===== src/rtl/decode_stage_pipe.sv =====
// RV32I decode stage: registered decode into a 2-entry skid buffer with valid/ready on both sides.
// The bundle is driven only from the head entry, so no combinational path runs from in_ir to the outputs.
module decode_stage_pipe #(
  parameter int unsigned XLEN      = 32,
  parameter logic [31:0] HALT_INSN = 32'h0000_0073,
  parameter bit          SKID      = 1'b1
) (
  input  logic            clk,
  input  logic            rst_n,
  input  logic            flush,
  input  logic            in_valid,
  output logic            in_ready,
  input  logic [XLEN-1:0] in_pc,
  input  logic [31:0]     in_ir,
  output logic            out_valid,
  input  logic            out_ready,
  output logic [XLEN-1:0] out_pc,
  output logic [4:0]      srcreg1_num,
  output logic [4:0]      srcreg2_num,
  output logic [4:0]      dstreg_num,
  output logic [XLEN-1:0] imm,
  output logic [5:0]      alucode,
  output logic [1:0]      aluop1_type,
  output logic [1:0]      aluop2_type,
  output logic            reg_we,
  output logic            is_load,
  output logic            is_store,
  output logic            is_halt,
  output logic            is_illegal
);

  localparam logic [5:0] ALU_LUI  = 6'd0,  ALU_JAL  = 6'd1,  ALU_JALR = 6'd2,  ALU_BEQ  = 6'd3;
  localparam logic [5:0] ALU_BNE  = 6'd4,  ALU_BLT  = 6'd5,  ALU_BGE  = 6'd6,  ALU_BLTU = 6'd7;
  localparam logic [5:0] ALU_BGEU = 6'd8,  ALU_LB   = 6'd9,  ALU_LH   = 6'd10, ALU_LW   = 6'd11;
  localparam logic [5:0] ALU_LBU  = 6'd12, ALU_LHU  = 6'd13, ALU_SB   = 6'd14, ALU_SH   = 6'd15;
  localparam logic [5:0] ALU_SW   = 6'd16, ALU_ADD  = 6'd17, ALU_SUB  = 6'd18, ALU_SLT  = 6'd19;
  localparam logic [5:0] ALU_SLTU = 6'd20, ALU_XOR  = 6'd21, ALU_OR   = 6'd22, ALU_AND  = 6'd23;
  localparam logic [5:0] ALU_SLL  = 6'd24, ALU_SRL  = 6'd25, ALU_SRA  = 6'd26, ALU_NOP  = 6'd63;

  localparam logic [1:0] OP_TYPE_NONE = 2'd0, OP_TYPE_REG = 2'd1, OP_TYPE_IMM = 2'd2, OP_TYPE_PC = 2'd3;

  localparam logic [6:0] OPC_LOAD  = 7'b0000011, OPC_OPIMM  = 7'b0010011, OPC_AUIPC = 7'b0010111;
  localparam logic [6:0] OPC_STORE = 7'b0100011, OPC_OP     = 7'b0110011, OPC_LUI   = 7'b0110111;
  localparam logic [6:0] OPC_BR    = 7'b1100011, OPC_JALR   = 7'b1100111, OPC_JAL   = 7'b1101111;

  typedef struct packed {
    logic [XLEN-1:0] pc;
    logic [4:0]      rs1;
    logic [4:0]      rs2;
    logic [4:0]      rd;
    logic [XLEN-1:0] imm;
    logic [5:0]      alucode;
    logic [1:0]      op1;
    logic [1:0]      op2;
    logic            reg_we;
    logic            is_load;
    logic            is_store;
    logic            is_halt;
    logic            is_illegal;
  } bundle_t;

  // Shared ALU mapping for OP and OP-IMM; alt selects SUB/SRA
  function automatic logic [5:0] arith_code(input logic [2:0] f3, input logic alt);
    case (f3)
      3'd0:    arith_code = alt ? ALU_SUB : ALU_ADD;
      3'd1:    arith_code = ALU_SLL;
      3'd2:    arith_code = ALU_SLT;
      3'd3:    arith_code = ALU_SLTU;
      3'd4:    arith_code = ALU_XOR;
      3'd5:    arith_code = alt ? ALU_SRA : ALU_SRL;
      3'd6:    arith_code = ALU_OR;
      default: arith_code = ALU_AND;
    endcase
  endfunction

  logic [6:0]  opc, f7;
  logic [2:0]  f3;
  logic [4:0]  rs1, rs2, rd;
  logic [31:0] imm_i, imm_s, imm_b, imm_u, imm_j, imm32;
  logic        ill, wr_rd, use_shamt;
  bundle_t     dec, rst_bundle;
  bundle_t     e0_q, e0_d, e1_q, e1_d;
  logic        v0_q, v0_d, v1_q, v1_d;
  logic        acc, ret;

  assign opc   = in_ir[6:0];
  assign f3    = in_ir[14:12];
  assign f7    = in_ir[31:25];
  assign rs1   = in_ir[19:15];
  assign rs2   = in_ir[24:20];
  assign rd    = in_ir[11:7];
  assign imm_i = {{20{in_ir[31]}}, in_ir[31:20]};
  assign imm_s = {{20{in_ir[31]}}, in_ir[31:25], in_ir[11:7]};
  assign imm_b = {{19{in_ir[31]}}, in_ir[31], in_ir[7], in_ir[30:25], in_ir[11:8], 1'b0};
  assign imm_u = {in_ir[31:12], 12'd0};
  assign imm_j = {{11{in_ir[31]}}, in_ir[31], in_ir[19:12], in_ir[20], in_ir[30:21], 1'b0};

  // Instruction decode of the incoming word
  always_comb begin
    dec         = '0;
    dec.pc      = in_pc;
    dec.alucode = ALU_NOP;
    imm32       = 32'd0;
    ill         = 1'b0;
    wr_rd       = 1'b0;
    use_shamt   = 1'b0;
    case (opc)
      OPC_OPIMM: begin
        dec.rs1 = rs1; dec.rd = rd; dec.op1 = OP_TYPE_REG; dec.op2 = OP_TYPE_IMM;
        wr_rd = 1'b1; imm32 = imm_i;
        dec.alucode = arith_code(f3, (f3 == 3'd5) && in_ir[30]);
        if (f3 == 3'd1) begin
          use_shamt = 1'b1; ill = (f7 != 7'h00);
        end else if (f3 == 3'd5) begin
          use_shamt = 1'b1; ill = (f7 != 7'h00) && (f7 != 7'h20);
        end
      end
      OPC_OP: begin
        dec.rs1 = rs1; dec.rs2 = rs2; dec.rd = rd; dec.op1 = OP_TYPE_REG; dec.op2 = OP_TYPE_REG;
        wr_rd = 1'b1;
        dec.alucode = arith_code(f3, in_ir[30]);
        ill = !((f7 == 7'h00) || ((f7 == 7'h20) && ((f3 == 3'd0) || (f3 == 3'd5))));
      end
      OPC_LUI: begin
        dec.rd = rd; dec.op1 = OP_TYPE_NONE; dec.op2 = OP_TYPE_IMM; dec.alucode = ALU_LUI;
        wr_rd = 1'b1; imm32 = imm_u;
      end
      OPC_AUIPC: begin
        dec.rd = rd; dec.op1 = OP_TYPE_IMM; dec.op2 = OP_TYPE_PC; dec.alucode = ALU_ADD;
        wr_rd = 1'b1; imm32 = imm_u;
      end
      OPC_JAL: begin
        dec.rd = rd; dec.op1 = OP_TYPE_NONE; dec.op2 = OP_TYPE_PC; dec.alucode = ALU_JAL;
        wr_rd = 1'b1; imm32 = imm_j;
      end
      OPC_JALR: begin
        dec.rs1 = rs1; dec.rd = rd; dec.op1 = OP_TYPE_REG; dec.op2 = OP_TYPE_PC;
        dec.alucode = ALU_JALR; wr_rd = 1'b1; imm32 = imm_i;
      end
      OPC_BR: begin
        dec.rs1 = rs1; dec.rs2 = rs2; dec.op1 = OP_TYPE_REG; dec.op2 = OP_TYPE_REG; imm32 = imm_b;
        case (f3)
          3'd0:    dec.alucode = ALU_BEQ;
          3'd1:    dec.alucode = ALU_BNE;
          3'd4:    dec.alucode = ALU_BLT;
          3'd5:    dec.alucode = ALU_BGE;
          3'd6:    dec.alucode = ALU_BLTU;
          3'd7:    dec.alucode = ALU_BGEU;
          default: ill = 1'b1;
        endcase
      end
      OPC_STORE: begin
        dec.rs1 = rs1; dec.rs2 = rs2; dec.op1 = OP_TYPE_REG; dec.op2 = OP_TYPE_IMM;
        dec.is_store = 1'b1; imm32 = imm_s;
        case (f3)
          3'd0:    dec.alucode = ALU_SB;
          3'd1:    dec.alucode = ALU_SH;
          3'd2:    dec.alucode = ALU_SW;
          default: ill = 1'b1;
        endcase
      end
      OPC_LOAD: begin
        dec.rs1 = rs1; dec.rd = rd; dec.op1 = OP_TYPE_REG; dec.op2 = OP_TYPE_IMM;
        dec.is_load = 1'b1; wr_rd = 1'b1; imm32 = imm_i;
        case (f3)
          3'd0:    dec.alucode = ALU_LB;
          3'd1:    dec.alucode = ALU_LH;
          3'd2:    dec.alucode = ALU_LW;
          3'd4:    dec.alucode = ALU_LBU;
          3'd5:    dec.alucode = ALU_LHU;
          default: ill = 1'b1;
        endcase
      end
      default: ill = 1'b1;
    endcase
    if (in_ir[1:0] != 2'b11) ill = 1'b1;
    // The halt word is never illegal and never writes a register
    if (in_ir == HALT_INSN) begin
      dec.is_halt = 1'b1; ill = 1'b0; wr_rd = 1'b0;
    end
    dec.imm    = use_shamt ? XLEN'(in_ir[24:20]) : XLEN'($signed(imm32));
    dec.reg_we = wr_rd && (rd != 5'd0);
    if (ill) begin
      dec            = '0;
      dec.pc         = in_pc;
      dec.alucode    = ALU_NOP;
      dec.is_illegal = 1'b1;
    end
  end

  always_comb begin
    rst_bundle         = '0;
    rst_bundle.alucode = ALU_NOP;
  end

  assign in_ready = SKID ? !v1_q : (!v0_q || out_ready);
  assign acc      = in_valid && in_ready && !flush;
  assign ret      = v0_q && out_ready;

  // Skid buffer: retire shifts entry1 to the head, then the accepted word fills the first free slot
  always_comb begin
    e0_d = e0_q;
    e1_d = e1_q;
    v0_d = v0_q;
    v1_d = v1_q;
    if (ret) begin
      e0_d = e1_q; v0_d = v1_q; v1_d = 1'b0;
    end
    if (acc) begin
      if (!v0_d) begin
        e0_d = dec; v0_d = 1'b1;
      end else begin
        e1_d = dec; v1_d = 1'b1;
      end
    end
    if (flush) begin
      v0_d = 1'b0; v1_d = 1'b0;
    end
  end

  always_ff @(posedge clk) begin
    if (!rst_n) begin
      v0_q <= 1'b0;
      v1_q <= 1'b0;
      e0_q <= rst_bundle;
      e1_q <= rst_bundle;
    end else begin
      v0_q <= v0_d;
      v1_q <= v1_d;
      e0_q <= e0_d;
      e1_q <= e1_d;
    end
  end

  assign out_valid   = v0_q;
  assign out_pc      = e0_q.pc;
  assign srcreg1_num = e0_q.rs1;
  assign srcreg2_num = e0_q.rs2;
  assign dstreg_num  = e0_q.rd;
  assign imm         = e0_q.imm;
  assign alucode     = e0_q.alucode;
  assign aluop1_type = e0_q.op1;
  assign aluop2_type = e0_q.op2;
  assign reg_we      = e0_q.reg_we;
  assign is_load     = e0_q.is_load;
  assign is_store    = e0_q.is_store;
  assign is_halt     = e0_q.is_halt;
  assign is_illegal  = e0_q.is_illegal;

endmodule


===== config.mk =====
export PLATFORM = sky130hd
export DESIGN_NAME = decode_stage_pipe
export DESIGN_NICKNAME = d
export VERILOG_FILES = /design/src/rtl/decode_stage_pipe.sv
export SDC_FILE = /design/constraint.sdc
export NUM_CORES = 1
export LEC_CHECK = 0
export CAP_MARGIN = 25
export CORE_MARGIN = 2
export CORE_UTILIZATION = 40
export CTS_CLUSTER_DIAMETER = 30
export DETAILED_ROUTE_END_ITERATION = 6
export GPL_TIMING_DRIVEN = 1
export MAX_ROUTING_LAYER = met4
export PLACE_DENSITY = 0.65
export SYNTH_ARGS = -nofsm -noshare
export SYNTH_HDL_FRONTEND = slang
export SYNTH_SLANG_ARGS = --single-unit

===== constraint.sdc =====
create_clock -name clk -period 2.7 [get_ports clk]
set_input_delay 0.405 -clock clk [delete_from_list [all_inputs] [get_ports clk]]
set_output_delay 0.405 -clock clk [all_outputs]
set_load 0.02 [all_outputs]

==> metrics.md, run 1 <==
| Metric | Value |
|---|---|
| Clock power share | `42.4%` |
| Hold Fails Final Rpt | `0` |
| R2R setup slack | `0.59 ns` |
| Synthesis-to-layout area growth | `35.4%` |
| CP Data Required Time | `3.06 ns` |
| Layout cell share with drive strength beyond 1 | `14.2%` |
| Peak supply drop | `0.452 mV` |
| Clock-pin slew on the worst setup and hold paths | `0.08 ns` |
| Critical path arrival | `2.66 ns` |
| Core area | `21000 um2` |
| MaxCap Viol Count | `0` |
| Post-CTS Setup Bufs | `0` |
| Commonest non-fill, non-tap cells in the layout | `254 x nand2_1, 190 x dfxtp_1, 163 x clkdlybuf4s50_1` |
| Yosys top cell by area | `dfxtp_1` |
| Vias | `7988` |
| CTS Buf Count | `17` |
| Root buffer cell | `clkbuf_16` |
| Critical setup path kind | `in2reg` |
| # diodes | `0` |
| Cell area after layout | `11600 um2` |
| Post-synthesis sequential area ratio | `44.5%` |
| Hold WC Path Type | `in2reg` |
| Total grt overflow | `0` |
| Ports | `165` |
| Max-slew violations | `0` |
| Syn_nets | `1077` |
| Port bufs | `164` |
| Site row count | `53` |
| Relative slew slack | `40.2%` |
| Pre-antenna DRT Iters | `5` |
| Avg Inst Size Synth | `8.47 um2` |
| Finished Layout Cells | `1483` |
| Sw Ratio | `27.8%` |
| Die area | `22500 um2` |
| Final Skew | `0.0151 ns` |
| Crit end category | `flop` |
| Vias/cell | `5.39` |
| Clock latency on the worst-skew pair | `0.44 ns` |
| DRC Markers | `0` |
| Psw | `1.71 mW` |
| Fin Hold WS | `0.322 ns` |
| Dominant synthesized flop cell | `dfxtp_1` |
| Fin crit period | `2.29 ns` |
| Seq cells post-synth | `190` |
| Final HPWL DP | `18000 um` |
| Placed cell area | `10900 um2` |
| Number of enable flip-flop cells after synthesis | `0` |
| Commonest non-fill, non-tap cell in the layout | `nand2_1` |
| Highest Clock Rate | `436 MHz` |
| Int Power | `4.45 mW` |
| Number of library cell types mapped by synthesis | `66` |
| GRT Util Overall | `23.5%` |
| Longest Clk Path Bufs | `2` |
| Total of warnings raised by yosys | `0` |
| Gpl congestion | `0.936` |
| Worst-Margin Slew | `0.886 ns` |
| CTS tree | `done` |
| Fillers | `1996` |
| Clock sinks | `190` |
| Remaining antenna violation count | `0` |
| Tcrit/Tclk final | `84.9%` |
| Number of global-route vias before repair | `7618` |
| Die height | `150 um` |
| Setup Total Neg Slack | `0 ns` |
| Initial antenna violation count | `0` |
| Register share of total power | `46.5%` |
| Max H-tree Level | `4` |
| Logic pwr share | `11.1%` |
| Unrepaired setup endpoints after global routing | `no` |
| Largest net degree at the start of global routing | `53` |
| Leak | `4.69 nW` |
| Synth async-reset ratio | `0%` |
| Wirelength, routed | `25500 um` |
| DRT iter0 DRCs | `487` |
| Placed cell count | `1451` |
| Worst-path fanout max | `8` |
| PD cells | `533 nW/um2` |
| First-pass GRT wire length | `40700 um` |
| # hold bufs at CTS | `0` |
| Status | `finished, final reports clean` |
| Post-synth top area share | `44.5%` |
| Synth top area cells | `dfxtp_1 45%, nand2_1 11%, mux2i_1 5.9%, o211a_1 3.9%, o22ai_1 3.7%` |
| Die width | `150 um` |
| Final setup fails | `0` |
| Nets@finish | `1264` |
| Mapped Area | `8540 um2` |
| Crit start category | `primary input` |
| CTS resizes | `0` |
| Initial Util | `40.8%` |
| Routed WL per cell | `17.2 um` |
| Cells after Synth | `1008` |
## cells by family (layout without fill, tap and decap cells)
kind of cell / Yosys count / after routing / share of synthesized area (%)
adder cells (fa/ha/maj): 1 / 1 / 0.117
buffers and inverters: 83 / 283 / 4.44
AO/OA/AOI/OAI: 266 / 266 / 23.0
flip-flops: 190 / 190 / 44.5
AND/OR/NAND/NOR: 418 / 418 / 22.1
multiplexers: 50 / 50 / 5.86
## flip-flops by register name, summed over array words and instances, names as in the netlist, 2 cells and up
signal / cells
alucode: 6
e1_q: 94
out_pc: 32
aluop2_type: 2
aluop1_type: 2
srcreg1_num: 5
dstreg_num: 5
srcreg2_num: 5
imm: 32
## layout make-up
| class | instances | area, um2 | area share [%] |
|---|---|---|---|
| clock buffer | 17 | 425 | 3.68 |
| clock inverter | 15 | 194 | 1.68 |
| inverter | 4 | 15.0 | 0.130 |
| multi-input combinational | 735 | 4380 | 37.9 |
| sequential | 190 | 3800 | 32.9 |
| tap | 275 | 344 | 2.98 |
| timing repair buffer | 247 | 2400 | 20.7 |
## through the flow
step | setup slack (ns) | total power [mW] | utilization [%]
6_report | 0.407 | 6.17 | 55.2
5_1_grt | 0.220 | 6.39 | 55.2
4_1_cts | 0.439 | 6.22 | 55.2
3_5_place_dp | 0.00974 | 3.61 | 52.2
3_3_place_gp | 0.0317 | 3.61 | 52.2
2_1_floorplan | 0.473 | 3.25 | -
## worst max-delay path, stage by stage
cell	delay, ns
clkdlybuf4s50_1	0.44
nor4_1	0.52
nand4_1	0.15
or3_1	0.37
nor4_1	0.18
buf_4	0.17
a21oi_4	0.04
buf_4	0.21
o21ai_0	0.17
## Yosys cell counts (3+ instances only)
cell type  number
nand2_1       255
o21ai_1         7
o31ai_1         7
buf_2           8
and3_1          4
nor4_1         12
a22oi_1         7
o21ai_2        30
and2_1          8
inv_1           4
or2_2           8
o21a_1          5
buf_6           5
nor2b_1         8
nand2b_1       13
o211a_1        33
nand4_1         5
or4_1           3
a32oi_1         3
o22ai_1        50
buf_1           5
mux2i_1        50
a21oi_1        35
clkbuf_1       55
nand3_1        49
dfxtp_1       190
a21boi_0       34
buf_4           5
or3_1           5
nor3_1         12
nor2_1         25
o21ai_0        26
nor3_2          4
## path summary, 6_finish.rpt
path | start | end | cells past startpoint
worst min-delay path | rst_n | alucode[5] | 2
worst min register to register | e1_q[32] | e1_q[32] | 2
worst max register to register | v1_q | e1_q[2] | 7
worst max-delay path | in_ir[15] | e1_q[2] | 9
## power by group through the flow
stage | clock (mW) | combinational, mW | sequential [mW]
6_report | 2.62 | 0.684 | 2.87
5_1_grt | 2.78 | 0.737 | 2.87
4_1_cts | 2.67 | 0.684 | 2.87
3_5_place_dp | 0 | 0.681 | 2.93
3_3_place_gp | 0 | 0.680 | 2.93
2_1_floorplan | 0 | 0.278 | 2.98
## layer usage
layer / global-route usage, % / wire length (um) / vias up
li1: - / - / 3959
met1: 29.9 / 11400 / 3731
met2: 37.4 / 11900 / 253
met3: 4.73 / 1540 / 45
met4: 8.16 / 637 / 0
met5: - / 0 / -
(Power assumes the default switching activity.)
==> inputs of run 2 (changes only) <==
==> constraint.sdc (replaced) <==
create_clock -name clk -period 2.3 [get_ports clk]
set_input_delay 0.345 -clock clk [delete_from_list [all_inputs] [get_ports clk]]
set_output_delay 0.345 -clock clk [all_outputs]
set_load 0.02 [all_outputs]
==> run 2 against run 1 <==
- design area increased by 4.0%
- die area unchanged
- critical path depth unchanged
- sequential share of layout area decreased by 1.3 points
- non-clock buffer count increased by 50
- register-to-register slack got worse by 0.43 ns
- clock skew about the same
- first-iteration DRC count increased by 6.6%
- wire length increased by 2.7%
- global-route usage increased by 0.28 points
- highest routed layer unchanged
==> metrics.md, run 2 (synthesized netlist as in run 1, its figures left out) <==
| Metric | Value |
|---|---|
| CP max-delay cell | `clkdlybuf4s50_1` |
| Crit-path max cell delay | `0.60 ns` |
| Initial antenna violation count | `0` |
| Crit end category | `flop` |
| Hold WC Path Type | `in2reg` |
| Die height | `150 um` |
| DRC Markers | `0` |
| Fin crit period | `2.25 ns` |
| Sw Ratio | `28.2%` |
| Crit start category | `primary input` |
| Final setup fails | `0` |
| Worst-Margin Slew | `0.877 ns` |
| Site row count | `53` |
| Initial Util | `40.8%` |
| Ports | `165` |
| Relative slew slack | `40.8%` |
| # diodes | `0` |
| Leak | `4.98 nW` |
| CTS resizes | `0` |
| Post-CTS Setup Bufs | `0` |
| Die area | `22500 um2` |
| Critical path arrival | `2.61 ns` |
| PD cells | `615 nW/um2` |
| Clock sinks | `190` |
| # hold bufs at CTS | `0` |
| Number of global-route vias before repair | `7717` |
| Total grt overflow | `0` |
| Routed WL per cell | `17.0 um` |
| Multi-input logic area | `4400 um2` |
| Reg area | `3800 um2` |
| Largest net degree at the start of global routing | `57` |
| Final HPWL DP | `18600 um` |
| CTS Buf Count | `17` |
| Wirelength, routed | `26100 um` |
| Psw | `2.09 mW` |
| CTS tree | `done` |
| Clock-pin slew on the worst setup and hold paths | `0.08 ns` |
| Logic pwr share | `11.5%` |
| Gpl congestion | `0.914` |
| Register share of total power | `45.5%` |
| CP Data Required Time | `2.66 ns` |
| Root buffer cell | `clkbuf_16` |
| Final Skew | `0.0156 ns` |
| Worst-path fanout max | `15` |
| Setup Total Neg Slack | `0 ns` |
| Tcrit/Tclk final | `97.7%` |
| Hold Fails Final Rpt | `0` |
| Largest Register | `e1_q` |
| Status | `finished, final reports clean` |
| Placed cell count | `1501` |
| Commonest non-fill, non-tap cell in the layout | `nand2_1` |
| Peak supply drop | `0.455 mV` |
| Core area | `21000 um2` |
| Vias | `8157` |
| Max-slew violations | `0` |
| MaxCap Viol Count | `0` |
| Synthesis-to-layout area growth | `40.8%` |
| Final Util | `57.4%` |
| Max H-tree Level | `4` |
| Finished Layout Cells | `1533` |
| DRT iter0 DRCs | `519` |
| GRT Util Overall | `23.8%` |
| Max reg flops | `94` |
| Port bufs | `164` |
| Vias/cell | `5.32` |
| Pre-antenna DRT Iters | `6` |
| Fillers | `1975` |
| Remaining antenna violation count | `0` |
| Die width | `150 um` |
| Critical setup path kind | `in2reg` |
| Layout cell share with drive strength beyond 1 | `17.7%` |
| Commonest non-fill, non-tap cells in the layout | `254 x nand2_1, 190 x dfxtp_1, 161 x clkdlybuf4s50_1` |
| First-pass GRT wire length | `41300 um` |
| Worst path cell trace | `clkdlybuf4s50_1 > and4bb_2 > nand4_1 > or3_1 > nor4_1 > buf_4 > a21oi_4 > buf_12 > o21ai_0` |
| Nets@finish | `1314` |
| Int Power | `5.30 mW` |
| Highest Clock Rate | `445 MHz` |
| Clock power share | `43.0%` |
| Clock latency on the worst-skew pair | `0.44 ns` |
| Longest Clk Path Bufs | `2` |
==> run 2: cell count changes in the layout (fill, tap and decap cells not counted), sizes merged <==
cell,previous run,this run
clkdlybuf4s50,163,161
buf,84,134
clkinv,3,7
inv,16,12
dlymetal6s2s,0,2
==> run 2: layer usage <==
metal	share of wire [%]	global-route usage [%]	routed length [um]
met5	0	-	0
met4	1.9	5.75	499
met3	5.9	4.42	1530
met2	47	38.6	12300
met1	45	30.9	11800
==> run 2: worst max-delay path: cells and delay by family <==
family	cells	cell delay, ns
and+or+nand+nor	4	1.08
buffers and inverters	3	0.97
AOI/OAI and AO/OA	2	0.20
==> run 2: final timing paths <==
path	cells past startpoint	endpoint	slack (ns)	from
setup / recovery	9	e1_q[51]	0.05	in_ir[5]
hold / removal	3	e1_q[3]	0.27	rst_n
setup reg to reg	7	e1_q[51]	0.16	v1_q
hold reg to reg	2	e1_q[35]	0.45	e1_q[35]
==> run 2: power groups by stage <==
stage	combinational, mW	clock, mW	sequential, mW
4_1_cts	0.851	3.22	3.36
2_1_floorplan	0.326	0	3.49
6_report	0.852	3.18	3.36
3_5_place_dp	0.847	0	3.44
5_1_grt	0.916	3.38	3.37
3_3_place_gp	0.845	0	3.44
==> run 2: final cells by class <==
type                            instances  area share (%)
Clock inverter                         15            1.97
Sequential cell                       190            31.6
Clock buffer                           17            3.54
Multi-Input combinational cell        735            36.6
Inverter                                4           0.125
Tap cell                              275            2.86
Timing Repair Buffer                  297            23.3
==> run 2: through the flow <==
step | setup slack [ns] | hold slack, ns | power, mW | cell area [um2]
floorplan | 0.133 | 0.424 | 3.82 | 8540
global placement | -0.313 | 0.435 | 4.28 | 11300
detailed placement | -0.399 | 0.442 | 4.29 | 11300
CTS | 0.0435 | 0.265 | 7.44 | 12000
global route | -0.0164 | 0.284 | 7.66 | 12000
finish | 0.0530 | 0.273 | 7.39 | 12000
